File: src/rtl/bulls_cows_engine_if.sv
// Keypad/secret/control inputs and score/status outputs of the Bulls-and-Cows engine.
// The master side is the keypad/display glue; the slave side is the engine.
interface bulls_cows_engine_if #(
  parameter int unsigned N_DIGITS  = 4,
  parameter int unsigned MAX_TRIES = 10
);
  localparam int unsigned SW = $clog2(N_DIGITS + 1);
  localparam int unsigned CW = SW;
  localparam int unsigned TW = $clog2(MAX_TRIES + 1);
  localparam int unsigned DW = 4 * N_DIGITS;

  logic          key_valid;
  logic [3:0]    key_code;
  logic          key_del;
  logic          key_enter;
  logic          secret_load;
  logic [DW-1:0] secret;
  logic          new_game;

  logic [1:0]    state;
  logic [DW-1:0] guess_disp;
  logic [CW-1:0] digit_cnt;
  logic [SW-1:0] strike;
  logic [SW-1:0] ball;
  logic          result_valid;
  logic [TW-1:0] tries;
  logic          guess_err;
  logic          secret_err;
  logic          win;
  logic          lose;

  modport master (
    output key_valid, key_code, key_del, key_enter, secret_load, secret, new_game,
    input  state, guess_disp, digit_cnt, strike, ball, result_valid, tries,
           guess_err, secret_err, win, lose
  );

  modport slave (
    input  key_valid, key_code, key_del, key_enter, secret_load, secret, new_game,
    output state, guess_disp, digit_cnt, strike, ball, result_valid, tries,
           guess_err, secret_err, win, lose
  );
endinterface

File: src/rtl/bulls_cows_engine.sv
// Sequential Bulls-and-Cows engine: loadable secret, buffered guess entry with delete,
// one-digit-per-cycle scoring, duplicate checks and an attempt limit.
module bulls_cows_engine #(
  parameter int unsigned N_DIGITS  = 4,
  parameter int unsigned MAX_TRIES = 10
) (
  input  logic               clk,
  input  logic               rst_n,
  bulls_cows_engine_if.slave bus
);
  localparam int unsigned SW = $clog2(N_DIGITS + 1);
  localparam int unsigned CW = SW;
  localparam int unsigned TW = $clog2(MAX_TRIES + 1);
  localparam int unsigned DW = 4 * N_DIGITS;

  typedef enum logic [1:0] {
    S_IDLE  = 2'd0,
    S_ENTRY = 2'd1,
    S_SCORE = 2'd2,
    S_DONE  = 2'd3
  } state_e;

  state_e        state_q, state_d;
  logic [DW-1:0] buf_q, buf_d;
  logic [CW-1:0] cnt_q, cnt_d;
  logic [DW-1:0] secret_q, secret_d;
  logic [SW-1:0] idx_q, idx_d;
  logic [SW-1:0] acc_s_q, acc_s_d;
  logic [SW-1:0] acc_b_q, acc_b_d;
  logic [SW-1:0] strike_q, strike_d;
  logic [SW-1:0] ball_q, ball_d;
  logic [TW-1:0] tries_q, tries_d;
  logic          win_q, win_d;
  logic          lose_q, lose_d;
  logic          rv_q, rv_d;
  logic          gerr_q, gerr_d;
  logic          serr_q, serr_d;

  logic          cur_strike;
  logic          cur_ball;
  logic          secret_ok;
  logic          guess_ok;

  function automatic logic all_distinct(input logic [DW-1:0] v);
    logic ok;
    ok = 1'b1;
    for (int i = 0; i < int'(N_DIGITS); i++) begin
      for (int j = i + 1; j < int'(N_DIGITS); j++) begin
        if (v[4*i +: 4] == v[4*j +: 4]) ok = 1'b0;
      end
    end
    return ok;
  endfunction

  function automatic logic all_bcd(input logic [DW-1:0] v);
    logic ok;
    ok = 1'b1;
    for (int i = 0; i < int'(N_DIGITS); i++) begin
      if (v[4*i +: 4] > 4'd9) ok = 1'b0;
    end
    return ok;
  endfunction

  assign secret_ok = all_bcd(bus.secret) && all_distinct(bus.secret);
  assign guess_ok  = (cnt_q == CW'(N_DIGITS)) && all_distinct(buf_q);

  // Classify guess digit idx_q against the latched secret; idx_q == N_DIGITS matches nothing.
  always_comb begin
    cur_strike = 1'b0;
    cur_ball   = 1'b0;
    for (int i = 0; i < int'(N_DIGITS); i++) begin
      if (SW'(i) == idx_q) begin
        for (int j = 0; j < int'(N_DIGITS); j++) begin
          if (buf_q[4*i +: 4] == secret_q[4*j +: 4]) begin
            if (i == j) cur_strike = 1'b1;
            else        cur_ball   = 1'b1;
          end
        end
      end
    end
  end

  always_ff @(posedge clk or negedge rst_n) begin
    if (!rst_n) begin
      state_q  <= S_IDLE;
      buf_q    <= '0;
      cnt_q    <= '0;
      secret_q <= '0;
      idx_q    <= '0;
      acc_s_q  <= '0;
      acc_b_q  <= '0;
      strike_q <= '0;
      ball_q   <= '0;
      tries_q  <= '0;
      win_q    <= 1'b0;
      lose_q   <= 1'b0;
      rv_q     <= 1'b0;
      gerr_q   <= 1'b0;
      serr_q   <= 1'b0;
    end else begin
      state_q  <= state_d;
      buf_q    <= buf_d;
      cnt_q    <= cnt_d;
      secret_q <= secret_d;
      idx_q    <= idx_d;
      acc_s_q  <= acc_s_d;
      acc_b_q  <= acc_b_d;
      strike_q <= strike_d;
      ball_q   <= ball_d;
      tries_q  <= tries_d;
      win_q    <= win_d;
      lose_q   <= lose_d;
      rv_q     <= rv_d;
      gerr_q   <= gerr_d;
      serr_q   <= serr_d;
    end
  end

  // Next state; input priority new_game > secret_load > enter > delete > digit.
  always_comb begin
    state_d  = state_q;
    buf_d    = buf_q;
    cnt_d    = cnt_q;
    secret_d = secret_q;
    idx_d    = idx_q;
    acc_s_d  = acc_s_q;
    acc_b_d  = acc_b_q;
    strike_d = strike_q;
    ball_d   = ball_q;
    tries_d  = tries_q;
    win_d    = win_q;
    lose_d   = lose_q;
    rv_d     = 1'b0;
    gerr_d   = 1'b0;
    serr_d   = 1'b0;

    if (bus.new_game) begin
      state_d  = S_IDLE;
      buf_d    = '0;
      cnt_d    = '0;
      strike_d = '0;
      ball_d   = '0;
      tries_d  = '0;
      win_d    = 1'b0;
      lose_d   = 1'b0;
    end else if (bus.secret_load && (state_q != S_SCORE)) begin
      if (secret_ok) begin
        state_d  = S_ENTRY;
        secret_d = bus.secret;
        buf_d    = '0;
        cnt_d    = '0;
        strike_d = '0;
        ball_d   = '0;
        tries_d  = '0;
        win_d    = 1'b0;
        lose_d   = 1'b0;
      end else begin
        serr_d = 1'b1;
      end
    end else begin
      case (state_q)
        S_ENTRY: begin
          if (bus.key_enter) begin
            if (guess_ok) begin
              state_d = S_SCORE;
              idx_d   = '0;
              acc_s_d = '0;
              acc_b_d = '0;
            end else begin
              gerr_d = 1'b1;
            end
          end else if (bus.key_del) begin
            if (cnt_q != '0) begin
              buf_d = buf_q >> 4;
              cnt_d = cnt_q - CW'(1);
            end
          end else if (bus.key_valid) begin
            if ((bus.key_code <= 4'd9) && (cnt_q < CW'(N_DIGITS))) begin
              buf_d = {buf_q[DW-5:0], bus.key_code};
              cnt_d = cnt_q + CW'(1);
            end
          end
        end
        S_SCORE: begin
          if (idx_q < SW'(N_DIGITS)) begin
            acc_s_d = acc_s_q + SW'(cur_strike);
            acc_b_d = acc_b_q + SW'(cur_ball);
            idx_d   = idx_q + SW'(1);
          end else begin
            // Publish the accumulated result and decide the game outcome.
            strike_d = acc_s_q;
            ball_d   = acc_b_q;
            rv_d     = 1'b1;
            tries_d  = tries_q + TW'(1);
            buf_d    = '0;
            cnt_d    = '0;
            if (acc_s_q == SW'(N_DIGITS)) begin
              win_d   = 1'b1;
              state_d = S_DONE;
            end else if ((tries_q + TW'(1)) == TW'(MAX_TRIES)) begin
              lose_d  = 1'b1;
              state_d = S_DONE;
            end else begin
              state_d = S_ENTRY;
            end
          end
        end
        default: ;
      endcase
    end
  end

  assign bus.state        = state_q;
  assign bus.guess_disp   = buf_q;
  assign bus.digit_cnt    = cnt_q;
  assign bus.strike       = strike_q;
  assign bus.ball         = ball_q;
  assign bus.result_valid = rv_q;
  assign bus.tries        = tries_q;
  assign bus.guess_err    = gerr_q;
  assign bus.secret_err   = serr_q;
  assign bus.win          = win_q;
  assign bus.lose         = lose_q;
endmodule

File: src/flat_wrapper.sv
// flat-port wrapper written by rule: the top's interface ports become plain ports
module bulls_cows_engine_flat 
#(
  parameter int unsigned N_DIGITS  = 4,
  parameter int unsigned MAX_TRIES = 10
)
  (clk, rst_n, bus_key_valid, bus_key_code, bus_key_del, bus_key_enter, bus_secret_load, bus_secret, bus_new_game, bus_state, bus_guess_disp, bus_digit_cnt, bus_strike, bus_ball, bus_result_valid, bus_tries, bus_guess_err, bus_secret_err, bus_win, bus_lose);
  bulls_cows_engine_if #(.N_DIGITS(N_DIGITS), .MAX_TRIES(MAX_TRIES)) bus_i ();
  input  logic clk;
  input  logic rst_n;
  input wire logic [$bits(bus_i.key_valid)-1:0] bus_key_valid;
  input wire logic [$bits(bus_i.key_code)-1:0] bus_key_code;
  input wire logic [$bits(bus_i.key_del)-1:0] bus_key_del;
  input wire logic [$bits(bus_i.key_enter)-1:0] bus_key_enter;
  input wire logic [$bits(bus_i.secret_load)-1:0] bus_secret_load;
  input wire logic [$bits(bus_i.secret)-1:0] bus_secret;
  input wire logic [$bits(bus_i.new_game)-1:0] bus_new_game;
  output wire logic [$bits(bus_i.state)-1:0] bus_state;
  output wire logic [$bits(bus_i.guess_disp)-1:0] bus_guess_disp;
  output wire logic [$bits(bus_i.digit_cnt)-1:0] bus_digit_cnt;
  output wire logic [$bits(bus_i.strike)-1:0] bus_strike;
  output wire logic [$bits(bus_i.ball)-1:0] bus_ball;
  output wire logic [$bits(bus_i.result_valid)-1:0] bus_result_valid;
  output wire logic [$bits(bus_i.tries)-1:0] bus_tries;
  output wire logic [$bits(bus_i.guess_err)-1:0] bus_guess_err;
  output wire logic [$bits(bus_i.secret_err)-1:0] bus_secret_err;
  output wire logic [$bits(bus_i.win)-1:0] bus_win;
  output wire logic [$bits(bus_i.lose)-1:0] bus_lose;
  assign bus_i.key_valid = bus_key_valid;
  assign bus_i.key_code = bus_key_code;
  assign bus_i.key_del = bus_key_del;
  assign bus_i.key_enter = bus_key_enter;
  assign bus_i.secret_load = bus_secret_load;
  assign bus_i.secret = bus_secret;
  assign bus_i.new_game = bus_new_game;
  assign bus_state = bus_i.state;
  assign bus_guess_disp = bus_i.guess_disp;
  assign bus_digit_cnt = bus_i.digit_cnt;
  assign bus_strike = bus_i.strike;
  assign bus_ball = bus_i.ball;
  assign bus_result_valid = bus_i.result_valid;
  assign bus_tries = bus_i.tries;
  assign bus_guess_err = bus_i.guess_err;
  assign bus_secret_err = bus_i.secret_err;
  assign bus_win = bus_i.win;
  assign bus_lose = bus_i.lose;
  bulls_cows_engine #(.N_DIGITS(N_DIGITS), .MAX_TRIES(MAX_TRIES)) u_core (.clk(clk), .rst_n(rst_n), .bus(bus_i));
endmodule
File: config.mk
export PLATFORM = sky130hd
export DESIGN_NAME = bulls_cows_engine_flat
export DESIGN_NICKNAME = d
export VERILOG_FILES = /design/src/rtl/bulls_cows_engine_if.sv /design/src/rtl/bulls_cows_engine.sv /design/src/flat_wrapper.sv
export SDC_FILE = /design/constraint.sdc
export NUM_CORES = 1
export LEC_CHECK = 0
export CORE_UTILIZATION = 56
export CTS_CLUSTER_DIAMETER = 50
export DETAILED_ROUTE_END_ITERATION = 8
export PLACE_DENSITY = 0.81
export SLEW_MARGIN = 5
export SYNTH_ARGS = -nofsm -noshare
export SYNTH_HDL_FRONTEND = slang
export SYNTH_SLANG_ARGS = --single-unit
File: constraint.sdc
create_clock -name clk -period 2.6 [get_ports clk]
set_clock_uncertainty 0.15 [all_clocks]
set_input_delay 0.26 -clock clk [delete_from_list [all_inputs] [get_ports clk]]
set_output_delay 0.26 -clock clk [all_outputs]
set_load 0.03 [all_outputs]
==> metrics.yaml <==
outcome: "finished with violations"
violations: "negative setup slack"
yosysWarningCount: 0
io_pins: 63
tightest_slew_ns: 0.723
avgSynthCellArea_um2: 9.71
grt_pass1_vias: 4004
place_inst: 621
synth_seq_cells: 61
vias_per_cell: 5.85
worstHoldStart: "bus_secret[2]"
synth_compound_area_share_pct: 9.33
syn-num-nets: 492
post_cts_buffers: 0
synth-adder-area-share_pct: 3.58
finalCritPeriodShare_pct: 100
rows: 31
dr_total_vias: 3735
totalWireLength_mm: 11.4
power_density_nw_per_um2: 793
cts_sinks: 61
start_util_pct: 59.4
use_met2_pct: 50.9
gr-usage-met1_pct: 36.1
cp.arrival_ns: 2.68
synth_cell_types: 41
antenna_found_initial: 0
rr_worst_depth: 10
end_kind: "flip-flop"
drv_cap: 0
path_cells: "xor2_1, o41ai_1, o21ai_0, nand3_1, a22o_1, ha_1, ha_1, nor2_1, o31ai_1, o21ai_0"
power_uw: 4500
synth.area.mux_share_pct: 12.3
cts_buffers: 9
setup_ws_ns: -0.00888
hold_viol_final: 0
cts_tree: "yes"
dpl.hpwl_mm: 8.46
slew_headroom_pct: 51.8
area_growth_pct: 29.1
insertion_delay_ns: 0.35
root_buffer: "clkbuf_8"
grt.overflow.total: 0
synth_cells: 453
coreArea_um2: 7410
grt_pass1_wl_mm: 19.2
synth-simple-area-share_pct: 11.9
die_w_um: 90.6
multiInputGateArea_um2: 2680
fill_cells: 489
r2r_slack_ns: -0.009
place_ws_ns: -0.230
p_leak_uw: 0.00273
wire_per_inst_um: 17.9
start_kind: "flip-flop"
cp_max_fo: 9
hp-class: "in2reg"
h-tree-depth: 3
gr-usage-all-layers_pct: 29.9
crit_slowest_cell: "dfrtp_2"
gp_congestion: 0.909
post-route-drc-count: 0
setup_viol: 1
die_area_um2: 8220
dpl_cell_area_um2: 5400
clockBufferDepth: 2
nNetsFinal: 573
diodes: 0
drive_gt1_share_pct: 22.6
drtAntennaViolNets: 0
seq_area_frac_synth_pct: 34.7
fin_cells: 638
rr_startpoint: "u_core.bus.guess_disp[5]"
rsz0062_at_grt: "true"
slowest_delay_ns: 0.52
slew_viol_final: 0
path_class: "reg2reg"
regArea_um2: 1540
grt_max_degree: 33
period_needed_ns: 2.61
dr.pass1.iters: 4
crit_path_start: "u_core.bus.guess_disp[5]"
synthXorXnorAreaFrac_pct: 22.9
maxClockFrequency_ghz: 0.383
critPathRequiredTime_ns: 2.67
gr-max-usage-layer: "met2"
path_clk_slew_ns: 0.07
hold_depth: 3
place.port_buffers: 62
die_h_um: 90.6
endpoint: "u_core.acc_b_q[2]"
fin_util_pct: 76.7
fin_area_um2: 5680
use_met3_pct: 4.04
synth_top_family_by_area: "XOR/XNOR gates"
drt_iter0_markers: 186
syn_area_um2: 4400
reg2reg_to: "u_core.acc_b_q[2]"
peakVddDrop_v: 0.000542
## Yosys cell counts, drive strengths merged
library cell / n / share of area [%]
xor2: 77 / 15
dfrtp: 61 / 35
xnor2: 38 / 7.6
mux2: 34 / 9.1
nor2: 30 / 2.6
clkbuf: 27 / 2.3
o21ai: 21 / 2.4
buf: 20 / 2.4
nor4: 16 / 2.4
mux2i: 14 / 3.2
nand2: 14 / 1.2
nand4: 12 / 1.7
ha: 11 / 3.1
o31ai: 11 / 1.9
nor3: 9 / 1.0
a22o: 8 / 1.6
inv: 8 / 0.68
a21oi: 5 / 0.57
o41ai: 5 / 1.0
nand3: 4 / 0.45
nand3b: 4 / 0.68
a21o: 3 / 0.51
or3: 3 / 0.43
a211oi: 2 / 0.34
a31oi: 2 / 0.28
nand2b: 2 / 0.28
nor3b: 2 / 0.34
a22oi: 1 / 0.17
a31o: 1 / 0.20
a41oi: 1 / 0.20
and2: 1 / 0.14
and3: 1 / 0.14
fa: 1 / 0.45
nand4b: 1 / 0.20
nor2b: 1 / 0.14
o22a: 1 / 0.20
or2: 1 / 0.14
## registers in the layout, indices dropped and copies added (netlist names)
name / flops
u_core.bus.win: 1
u_core.bus.guess_disp: 16
u_core.secret_q: 16
u_core.bus.secret_err: 1
u_core.acc_b_q: 3
u_core.bus.state: 2
u_core.bus.guess_err: 1
u_core.bus.digit_cnt: 3
u_core.bus.lose: 1
u_core.acc_s_q: 3
u_core.bus.strike: 3
u_core.bus.result_valid: 1
u_core.bus.tries: 4
u_core.bus.ball: 3
u_core.idx_q: 3
## how the worst min path moves through the flow
stage	to	slack, ns
global placement	u_core.secret_q[8]	0.20
floorplan	u_core.acc_b_q[0]	-0.19
global route	u_core.secret_q[1]	0.27
detailed placement	u_core.secret_q[10]	0.20
finish	u_core.secret_q[2]	0.24
CTS	u_core.secret_q[10]	0.36
## critical path, delay by kind of cell, from the launching register on
| family | cells | cell delay [ns] |
|---|---|---|
| simple gates | 2 | 0.15 |
| flops | 1 | 0.52 |
| xor+xnor | 1 | 0.19 |
| compound gates | 5 | 1.16 |
| fa+ha+maj | 2 | 0.31 |
## layer usage
layer	share of wire, %	up-vias
li1	-	1722
met1	41	1843
met2	50	135
met3	5.1	35
met4	3.2	0
met5	0	-
## what timing repair did
item / 4_1_cts / 5_1_grt
hold buffers: 1 / 0
hold endpoints to repair: 31 / 0
gates resized for setup: 0 / 18
setup endpoints to repair: 0 / 4
## final cells by class
class	instances	share of cell area [%]
clock buffer	13	2.97
clock inverter	3	0.749
inverter	8	0.529
multi-input combinational	337	47.1
sequential	61	27.1
tap	99	2.18
timing repair buffer	117	19.3
## power breakdown
| group | leakage [µW] | internal, µW | switching, µW |
|---|---|---|---|
| clock network | 0.000106 | 520 | 376 |
| logic | 0.00182 | 1040 | 996 |
| registers | 0.000806 | 1160 | 409 |
## cells by family (layout without fill, tap and decap cells)
family | Yosys count | in the layout
XOR/XNOR | 115 | 115
AND/OR/NAND/NOR | 101 | 101
AO/OA/AOI/OAI | 61 | 61
flip-flops | 61 | 61
buffers and inverters | 55 | 141
multiplexers | 48 | 48
adder cells (fa/ha/maj) | 12 | 12
## cells in the final DEF, fill, tap and decap left out, types with 2 or more instances in the layout
cell type        instances
clkdlybuf4s50_1         59
xor2_1                  77
ha_1                    11
nand4_1                 12
dlymetal6s2s_1           2
o41ai_2                  2
mux2i_1                 14
dfrtp_2                  9
a21oi_1                  5
nand2_1                 14
dfrtp_1                 52
o31ai_1                 11
a22o_1                   8
o21ai_0                 20
buf_12                   5
clkbuf_8                12
nor3b_1                  2
or3_1                    2
inv_1                    8
mux2_4                   5
nand2b_1                 2
nor4_2                   3
nand3b_1                 4
nand3_1                  4
o41ai_1                  3
mux2_2                  29
nor3_1                   9
a21o_1                   3
xnor2_1                 38
a211oi_1                 2
buf_4                   49
nor2_1                  30
nor4_1                  13
## through the flow
step                hold WS [ns]  TNS (ns)
floorplan                 -0.186         0
global placement           0.197     -1.60
detailed placement         0.198     -4.39
CTS                        0.355         0
global route               0.271    -0.189
finish                     0.237  -0.00888
Note: power is estimated with default switching activity, not from simulation.
